### src/rtl/regfile_bypass_sb.sv
// Integer register file with two combinational read ports, one write port with
// optional write-through bypass, a per-register busy scoreboard and a post-reset clear sweep.
module regfile_bypass_sb #(
  parameter int unsigned XLEN   = 32,
  parameter int unsigned NREG   = 32,
  parameter bit          BYPASS = 1'b1,
  localparam int unsigned AW    = $clog2(NREG)
) (
  input  logic            clk,
  input  logic            reset,
  output logic            ready,
  input  logic [AW-1:0]   rs1_addr,
  input  logic [AW-1:0]   rs2_addr,
  output logic [XLEN-1:0] rd1_data,
  output logic [XLEN-1:0] rd2_data,
  output logic            rd1_busy,
  output logic            rd2_busy,
  input  logic            wr_en,
  input  logic [AW-1:0]   wr_addr,
  input  logic [XLEN-1:0] wr_data,
  input  logic            iss_en,
  input  logic [AW-1:0]   iss_addr
);

  typedef enum logic {
    S_INIT = 1'b0,
    S_RUN  = 1'b1
  } state_t;

  state_t          state;
  logic [AW-1:0]   idx;
  logic [NREG-1:0] busy;
  logic [XLEN-1:0] regs [NREG];

  logic            arr_we;
  logic [AW-1:0]   arr_waddr;
  logic [XLEN-1:0] arr_wdata;

  logic            wr_live;
  logic            bypass1;
  logic            bypass2;

  // Sweep sequencer, ready flag and busy scoreboard; busy[0] only ever sees reset.
  always_ff @(posedge clk or posedge reset) begin
    if (reset) begin
      state <= S_INIT;
      idx   <= '0;
      ready <= 1'b0;
      busy  <= '0;
    end else begin
      case (state)
        S_INIT: begin
          idx <= idx + AW'(1);
          if (idx == AW'(NREG - 1)) begin
            state <= S_RUN;
            ready <= 1'b1;
          end
        end
        S_RUN: begin
          for (int r = 1; r < int'(NREG); r++) begin
            if (iss_en && (iss_addr == AW'(r))) begin
              busy[r] <= 1'b1;
            end else if (wr_en && (wr_addr == AW'(r))) begin
              busy[r] <= 1'b0;
            end
          end
        end
        default: begin
          state <= S_INIT;
          idx   <= '0;
          ready <= 1'b0;
        end
      endcase
    end
  end

  // Single array write port shared by the clear sweep and writeback.
  always_comb begin
    arr_we    = 1'b0;
    arr_waddr = wr_addr;
    arr_wdata = wr_data;
    if (state == S_INIT) begin
      arr_we    = 1'b1;
      arr_waddr = idx;
      arr_wdata = '0;
    end else begin
      arr_we    = wr_en && (wr_addr != '0);
    end
  end

  // No reset on the array so it can map onto distributed or block RAM.
  always_ff @(posedge clk) begin
    if (arr_we) begin
      regs[arr_waddr] <= arr_wdata;
    end
  end

  assign wr_live = BYPASS && (state == S_RUN) && wr_en;
  assign bypass1 = wr_live && (wr_addr == rs1_addr);
  assign bypass2 = wr_live && (wr_addr == rs2_addr);

  // Read ports: x0 and the sweep window read as zero, then bypass, then array.
  always_comb begin
    rd1_data = '0;
    rd2_data = '0;
    rd1_busy = 1'b0;
    rd2_busy = 1'b0;
    if (state == S_RUN) begin
      if (rs1_addr != '0) begin
        rd1_data = bypass1 ? wr_data : regs[rs1_addr];
      end
      if (rs2_addr != '0) begin
        rd2_data = bypass2 ? wr_data : regs[rs2_addr];
      end
      rd1_busy = busy[rs1_addr];
      rd2_busy = busy[rs2_addr];
    end
  end

endmodule
### config.mk
export PLATFORM = sky130hd
export DESIGN_NAME = regfile_bypass_sb
export DESIGN_NICKNAME = d
export VERILOG_FILES = /design/src/rtl/regfile_bypass_sb.sv
export SDC_FILE = /design/constraint.sdc
export NUM_CORES = 1
export LEC_CHECK = 0
export BUFFER_PORTS_ARGS = -buffer_cell sky130_fd_sc_hd__buf_4
export CAP_MARGIN = 20
export CORE_MARGIN = 1
export CORE_UTILIZATION = 55
export DETAILED_ROUTE_END_ITERATION = 7
export GPL_TIMING_DRIVEN = 0
export PLACE_DENSITY = 0.72
export SYNTH_ARGS = -nofsm -noshare
export SYNTH_HDL_FRONTEND = slang
export SYNTH_SLANG_ARGS = --single-unit
### constraint.sdc
create_clock -name clk -period 4.77 [get_ports clk]
set_input_delay 1.431 -clock clk [delete_from_list [all_inputs] [get_ports clk]]
set_output_delay 1.431 -clock clk [all_outputs]
set_load 0.01 [all_outputs]
==> results by stage, run 1 <==
Place:
- Buffers placed on the I/O ports in this run total ~120.
- The final weighted congestion in routability-driven placement is roughly 0.95.
- The HPWL after detailed placement is about 120000 um.
- The placement-stage worst setup slack is -2130 ps.

Yosys:
- Yosys mapped a number of flops with a built-in enable equal to slightly above 1000.
- For this run, the leading register cell type out of synthesis is edfxtp_1.
- Yosys attributes the largest share of cell area to edfxtp_1 61%, mux4_2 20%, mux2i_1 3.8%.
- The total of flip-flops plus latches after synthesis is between 1000 and 1500.
- The count of mapped cells out of synthesis is roughly 2800.
- For this run, the number of Yosys warnings is 1.
- The average instance in the mapped netlist occupies between 15 and 20 um^2.
- The distinct cell type count after synthesis is 52.
- The post-synthesis async set-or-reset flop share is 0.0358.
- The register area share after synthesis is 0.631.
- Of all cell types, the one taking the most synthesized area is edfxtp_1.
- The top-area cell type share of the netlist area is 0.612.
- The synthesized net count is approximately 2800.
- The synthesized cell area is slightly above 0.05 mm^2.

GRT:
- Summed over all layers, the global routing overflow is 0.
- The number of antenna violations at the first check in global routing is 4.
- The via count of the first global-routing pass was 34200.
- The first global-routing pass estimated between 200000 and 300000 um of wire.
- The global-route usage over all layers is 0.395.
- The largest net degree at the start of global routing is 39.

Power:
- The switching component of the power is roughly 5400 uW.
- Of the total power, combinational logic draws 0.128.
- The worst vdd rail ir drop is roughly 290 uV.
- The switching share of power is 0.245.
- Summed over all cells, the static leakage comes to roughly 0.021 uW.
- For this design the ratio of total power to cell area is ~350 mW/mm^2.
- The overall power of the completed layout is 22000 uW.
- The internal power consumption is ~17000 uW.
- The share of total power dissipated in sequential elements is 0.469.
- The relative contribution of the clock network to total power is 0.403.

Layout:
- The synthesis-to-finish area growth is 24.7%.
- The final-layout fill cell count is roughly 5300.
- For this run, the share of the core covered by cells in the final layout is 0.694.
- Registers take about 0.032 mm^2.
- The multi-input combinational cells in the finished layout cover a total of 0.0194 mm^2.
- The library cell used most frequently in the layout, excluding fill and tap cells, is edfxtp_1.
- The fraction of final layout cells sized beyond drive strength 1 is 0.435.
- In the layout the commonest cells are 1024 x edfxtp_1, 457 x mux4_2, 162 x buf_4.
- The final net count is approximately 3200.

Floorplanning:
- The initialized floorplan defines 110 standard-cell rows.
- After floorplanning, the core was sized to cover around 0.090 mm^2.
- The floorplan step set the die width to 304 um.
- The starting utilization of the core area is 0.557.
- The die covers slightly above 0.09 mm^2.
- The floorplan die height is slightly above 300 um.
- 123 I/O pins were placed.

STA:
- For the pin with the worst max-slew slack, the measured transition is 1170 ps.
- In the final timing run, aggregate negative setup slack is -14420 ps.
- The achievable frequency is just under 200 MHz.
- The final-report max-slew violation count was 0.
- The final critical path time including I/O delays and setup is slightly above 5000 ps.
- The worst max-slew margin expressed relative to the limit is 0.221.
- Setup repair after global routing could not meet its margin everywhere.
- Between clock sinks in the finished design, the worst skew comes to about 27 ps.
- The number of setup violations in the final report is between 60 and 70.
- The setup slack of the critical path after layout is -397 ps.
- In the finished design, the share of the clock period the worst path needs comes to 1.08.
- The number of failing hold endpoints at the final stage is 0.

Clocking:
- The insertion delay of the later-clocked pin in the worst-skew pair is 710 ps.
- TritonCTS built the clock tree.
- The total CTS buffers is between 100 and 150.
- The count of hold buffers inserted by post-cts repair is 0.
- The clock sink total is 1062.
- The buffer levels on the longest clock path is 3.
- The number of H-tree branching levels is 3.
- The CTS root buffer is clkbuf_16.
- The clock-pin slew reported for the worst setup and hold paths after clock tree synthesis is approximately 60 ps.

Run status:
- The flow ran to the end, but the final reports show violations.
- The checks that failed: setup timing.

Route:
- Once detail routing completed, the nets flagged for antenna violations numbered 0.
- For this run, the detailed router's first-pass iteration total came to 6.
- The via count normalized by instance count is slightly below 8.
- In the routed design, unresolved DRC markers number 0.
- The routed layout has about 35000 vias.
- The detailed router finished its first iteration with 6507 violations.
- The final layout contains routed wiring with a total length of approximately 190000 um.
- After detailed routing, the average wire length per cell comes to between 40 and 50 um.

Worst setup path:
- The critical path class is in -> out.
- The critical path goes through clkbuf_16, buf_16, buf_16, buf_16, buf_4, mux4_2, a22oi_2, nand2_1, a221o_1, buf_4.
- The cell with the largest stage delay on the worst path is mux4_2.
- The type of element launching the critical path is an input pin.
- The cell seen most often among critical-path stages is buf_16.
- For the worst setup path, the data arrival time is around 3700 ps.
- In this design, the stage delay of the slowest critical-path cell is 500 ps.
- STA classifies the critical path endpoint as an output port.
- The required time at the endpoint of the critical path is between 3000 and 4000 ps.
- Along the worst path, the maximum fanout reaches 7.
- The cell family contributing the most delay on the critical path is buffers and inverters.
- The sum of buffers and inverters on the critical path is 6.

Min path:
- In this run the worst hold path is classified as reg -> reg.

Flow run:
- The tool flagged a number of max-cap violations equal to 0.
-- cell type report --
type                       count  share of cell area
timing repair buffer         286              0.0600
clock buffer                 120              0.0438
tap                         1176              0.0235
multi-input combinational   1481               0.310
sequential                  1062               0.506
antenna                        2           0.0000799
clock inverter                77              0.0141
buffer                       214              0.0418
inverter                       8            0.000579
-- path summary, 6_finish.rpt --
| path | slack (ps) | depth (start not counted) | start | end |
|---|---|---|---|---|
| hold reg to reg | 460 | 1 | ready | ready |
| max in group asynchronous | 3330 | 2 | reset | idx[0] |
| setup / recovery | -400 | 10 | rs2_addr[0] | rd2_data[14] |
| setup reg to reg | 880 | 4 | state | regs[8][31] |
| hold / removal | 460 | 1 | ready | ready |
| min in group asynchronous | 910 | 2 | reset | busy[30] |
-- state kept, by name (all words and copies together) (netlist names) --
name   flops
state      1
idx        5
busy      31
regs    1024
ready      1
-- power by group through the flow --
stage                     Sequential (uW)  Combinational, uW  Clock (uW)
after global placement              10500               2030           0
final                               10300               2820        8860
after floorplan                     10500               1200           0
after CTS                           10300               2520        8750
after global routing                10300               2840        9140
after detailed placement            10500               2100           0
-- cells in the mapped netlist, types with 2 or more instances --
cell      count
and3_1        3
or3_1         7
a22oi_1      62
mux2i_1     191
buf_1        26
buf_2        64
a21oi_1      13
a211oi_1     74
a22o_1       19
mux4_2      457
and2_1       54
nor2_1      119
buf_6        12
clkbuf_1     92
o22ai_1      87
nor3_1        3
buf_4        29
edfxtp_1   1024
o21ai_0     138
xnor2_1       5
o311a_1       9
dfrtp_1      38
or2_2         7
nand2b_1     16
o221ai_1     23
nor4_1        2
nor4b_1      23
o21bai_1      9
ha_1          2
mux2_2       12
nand2_1      59
a221o_1      32
inv_1         7
xor2_1        5
nor2b_1      27
nand3_1       8
-- per-layer routing --
layer / up-vias / global-route usage / routed length [um]
met5: - / 0 / 24
met4: 4 / 0.248 / 13800
met3: 860 / 0.141 / 28700
met2: 3576 / 0.599 / 84100
met1: 17500 / 0.487 / 58600
li1: 12600 / - / -
-- metrics by stage --
step	hold slack (ps)	cell area [um^2]	cells
floorplan	474	50300	2774
global placement	446	52600	4067
detailed placement	446	53600	4104
CTS	460	61000	4360
global route	500	62700	4425
finish	459	62700	4426
-- worst register-to-register path, delay by kind of cell (launching register included) --
family / cells / cell delay, ps
buffers and inverters: 3 / 2100
flip-flops: 1 / 400
AND/OR/NAND/NOR: 1 / 1020
-- logic make-up after synthesis --
group / Yosys count / synth area share
AO/OA/AOI/OAI: 474 / 0.0649
XOR/XNOR: 10 / 0.00174
adder cells (fa/ha/maj): 2 / 0.000498
multiplexers: 660 / 0.245
buffers and inverters: 231 / 0.0228
AND/OR/NAND/NOR: 335 / 0.0340
flip-flops: 1062 / 0.631
-- what timing repair did --
action                                  4_1_cts  5_1_grt
endpoints found under the setup margin       66       66
setup buffers                                54       37
gates resized for setup                     809      151
pin swaps                                    66       64
gates cloned                                 12        4
No activity file was read; power rests on OpenSTA's default activity.
==> run 2: changes to the inputs <==
--- a/config.mk
+++ b/config.mk
@@ -12,6 +12,7 @@
 export DETAILED_ROUTE_END_ITERATION = 7
 export GPL_TIMING_DRIVEN = 0
 export PLACE_DENSITY = 0.72
+export REMOVE_ABC_BUFFERS = 1
 export SYNTH_ARGS = -nofsm -noshare
 export SYNTH_HDL_FRONTEND = slang
 export SYNTH_SLANG_ARGS = --single-unit
==> run 2 against run 1 <==
Against the previous run:
- the flow still finishes with violations (setup timing)
- core utilization down 0.42 points
- power down 1.8%
- die area unchanged
- sequential share of layout area up 0.31 points
- first-iteration DRC count fell by 6.2%
- fmax rose by 2.4%
- clock skew up 2.1 ps
- routed wire length fell by 1.8%
- worst hold slack improved by 80 ps
- non-clock buffer count down 88
- via count down 0.66%
- critical path depth unchanged
- largest cell class unchanged
==> results by stage, run 2 (synthesis gave the netlist of run 1 again) <==
STA:
- The achievable frequency is 198 MHz (+2.4%).
- The accumulated negative setup slack is -6610 ps (+7810 ps).
- The final-report max-slew violation count is 0 (unchanged).
- The final critical path time including I/O delays and setup is 5040 ps (-123 ps).
- The worst max-slew margin expressed relative to the limit is 0.234 (+0.0123).
- The setup slack of the critical path after layout came to -274 ps (+123 ps).
- The pin slew with the least headroom to its limit is 1150 ps (-18.5 ps).
- The number of failing hold endpoints at the final stage came to 0 (unchanged).
- The clock skew is 29.1 ps (+2.10 ps).
- Setup repair after global routing could not meet its margin everywhere.
- The share of the cycle needed by the critical path after routing is 1.06 (-0.0259).
- The number of setup violations in the final report is 64 (-1.5%).

GRT:
- The wire length of the first global-routing pass came to 250000 um (-1.8%).
- The largest net degree at the start of global routing was 61 (+56%).
- The via count of the first global-routing pass is 33900 (-0.87%).
- The number of antenna violations at the first check in global routing was 4 (unchanged).
- The final global-route overflow total is 0 (unchanged).
- The global-route usage over all layers is 0.385 (-0.00993).

Layout:
- The number of flip-flops in the largest register came to 1024 (unchanged).
- The post-route core utilization was 0.690 (-0.00416).
- The largest registers in the layout are regs x1024, busy x31, idx x5.
- The sequential standard cell area is 0.0317 mm^2 (about the same).
- From synthesis to final layout, the design area changed by 23.9%.
- The final-layout fill cell count is 5324 (-0.17%).
- The final standard cell area without fillers is 0.0623 mm^2 (-0.60%).
- The area used by multi-input combinational logic is 0.0189 mm^2 (-3.0%).
- The library cells used most frequently in the layout, excluding fill and tap cells, are 1024 x edfxtp_1, 457 x mux4_2, 189 x mux2i_1.
- The final net count is 3132 (-2.6%).
- The library cell used most frequently in the layout, excluding fill and tap cells, is edfxtp_1.
- The fraction of final layout cells sized beyond drive strength 1 was 0.397 (-0.0382).
- The register with the most flip-flops is regs.

Clocking:
- The clock sink total is 1062 (unchanged).
- The clock-pin slew reported for the worst setup and hold paths after clock tree synthesis was 60 ps (about the same).
- The number of H-tree branching levels is 3 (unchanged).
- The insertion delay of the later-clocked pin in the worst-skew pair is 690 ps (-20 ps).
- The count of hold buffers inserted by post-cts repair is 0 (unchanged).
- The buffer levels on the longest clock path came to 3 (unchanged).
- The total CTS buffers is 106 (+0.95%).
- The tree is rooted in a clkbuf_16.
- TritonCTS built the clock tree.

Floorplanning:
- The area of the placeable core is 0.0903 mm^2 (unchanged).
- The die area came to 0.0926 mm^2 (unchanged).
- The top-level I/O count is 123 (unchanged).
- The die outline width is 304 um (unchanged).
- The floorplan die height is 304 um (unchanged).
- The starting utilization of the core area is 0.557 (unchanged).
- The placement row count is 110 (unchanged).

Run status:
- The checks that failed: setup timing.
- The flow ran to the end, but the final reports show violations.

Worst setup path:
- The maximum cell stage delay along the critical path came to 500 ps (about the same).
- The required time at the endpoint of the critical path is 3340 ps (about the same).
- The largest individual stage delay along the critical path comes from the cell a2111o_1.
- The source of the worst register-to-register timing path is state.
- The critical path is of the in -> out type.
- The type of element launching the critical path is an input pin.
- STA classifies the critical path endpoint as an output port.
- Tracing the worst setup path back leads to its startpoint at rs2_addr[0].
- Traced cell by cell, the critical path runs through buf_16, buf_16, a2111o_1, o311ai_4, buf_12, buf_12, buf_16, a211oi_4, a221o_1, buf_6.
- The sum of buffers and inverters on the critical path is 6 (unchanged).
- The data arrival at the endpoint of the critical path is 3610 ps (-130 ps).
- The cell seen most often among critical-path stages is buf_16.
- The biggest fanout along the worst timing path is 5 (-2).
- Grouping stages by cell kind, the critical path spends the most delay in compound AO/OA/AOI/OAI gates.

Power:
- The power per standard cell area was 347 mW/mm^2 (-1.2%).
- The internal power consumption was 16400 uW (-1.2%).
- The switching share of power is 0.241 (-0.00462).
- The cell leakage power came to 0.0210 uW (+0.85%).
- The sequential cell fraction of total power came to 0.478 (+0.009).
- The switching component of the power is 5200 uW (-3.6%).
- The worst vdd rail ir drop is 315 uV (+9.5%).
- The relative contribution of the clock network to total power is 0.400 (-0.003).
- The part of the power in combinational logic came to 0.123 (-0.005).

Route:
- The via count normalized by instance count came to 7.90 (+1.2%).
- The wire length reported by the detailed router is 182000 um (-1.8%).
- The starting DRC count in detailed routing was 6103 (-6.2%).
- The post-route antenna net violation count is 0 (unchanged).
- The per-cell routed wire length is 41.9 um (+0.11%).
- The number of vias after detailed routing is 34300 (-0.66%).
- The total iterations of the first detailed-routing run is 8 (+2).
- The number of remaining DRC errors came to 0 (unchanged).

Place:
- The number of I/O port buffers is 122 (+4.3%).
- The cell area after placement was 0.0537 mm^2 (+0.11%).
- The HPWL after detailed placement is 91100 um (-25%).
- The final weighted congestion in routability-driven placement is 0.781 (-17%).
- The placement-stage worst setup slack is -1690 ps (+441 ps).

Min path:
- The worst hold-check path type is reg -> reg.
- The startpoint identified for the worst hold timing path is busy[15].

Flow run:
- The count of max-cap constraint violations is 0 (unchanged).
run 2: worst reg2reg max path, stage by stage (launching register included):
cell and delay [ps]:
dfrtp_4 510, buf_16 220, inv_1 400, nand2_1 130, o21ai_0 330, nand2_1 360, nor2_4 820, buf_12 310
run 2: power groups by stage:
| stage | clock, uW | sequential [uW] | combinational, uW |
|---|---|---|---|
| after global routing | 8930 | 10300 | 2700 |
| final | 8640 | 10300 | 2650 |
| after global placement | 0 | 10500 | 1860 |
| after CTS | 8540 | 10300 | 2460 |
| after detailed placement | 0 | 10500 | 1900 |
| after floorplan | 0 | 10500 | 954 |
run 2: path summary, 6_finish.rpt:
kind | to | slack (ps) | depth (start not counted)
min reg2reg | busy[15] | 540 | 2
max | rd2_data[0] | -270 | 10
max in group asynchronous | busy[3] | 3280 | 3
min | busy[15] | 540 | 2
max reg2reg | regs[25][11] | 1330 | 7
min in group asynchronous | state | 890 | 2
run 2: metrics by stage:
| stage | std cells | hold WS [ps] | power (uW) |
|---|---|---|---|
| after floorplan | 2551 | 474 | 11500 |
| after global placement | 3849 | 457 | 12400 |
| after detailed placement | 3930 | 470 | 12400 |
| after CTS | 4304 | 482 | 21300 |
| after global routing | 4341 | 548 | 22000 |
| final | 4343 | 538 | 21600 |
run 2: cell type report:
cell class | instances | share of cell area
clock inverters | 75 | 0.0127
inverters | 8 | 0.000783
flip-flops and latches | 1062 | 0.509
diodes | 2 | 0.0000803
multi-input cells | 1484 | 0.303
repair buffers | 412 | 0.107
clock buffers | 124 | 0.0437
well taps | 1176 | 0.0236
run 2: per-layer routing:
| layer | vias up | GRT usage | share of wire |
|---|---|---|---|
| met1 | 17300 | 0.504 | 0.32 |
| li1 | 12500 | - | - |
| met4 | 2 | 0.228 | 0.070 |
| met2 | 3730 | 0.574 | 0.45 |
| met5 | - | 0 | 0.000049 |
| met3 | 842 | 0.117 | 0.16 |
run 2: repair_timing:
item / CTS / global route
pin swaps: 72 / 51
cloned: 68 / 7
resized for setup: 280 / 100
setup endpoints to repair: 66 / 66
endpoints found under the hold margin: 0 / 0
setup buffers: 109 / 35
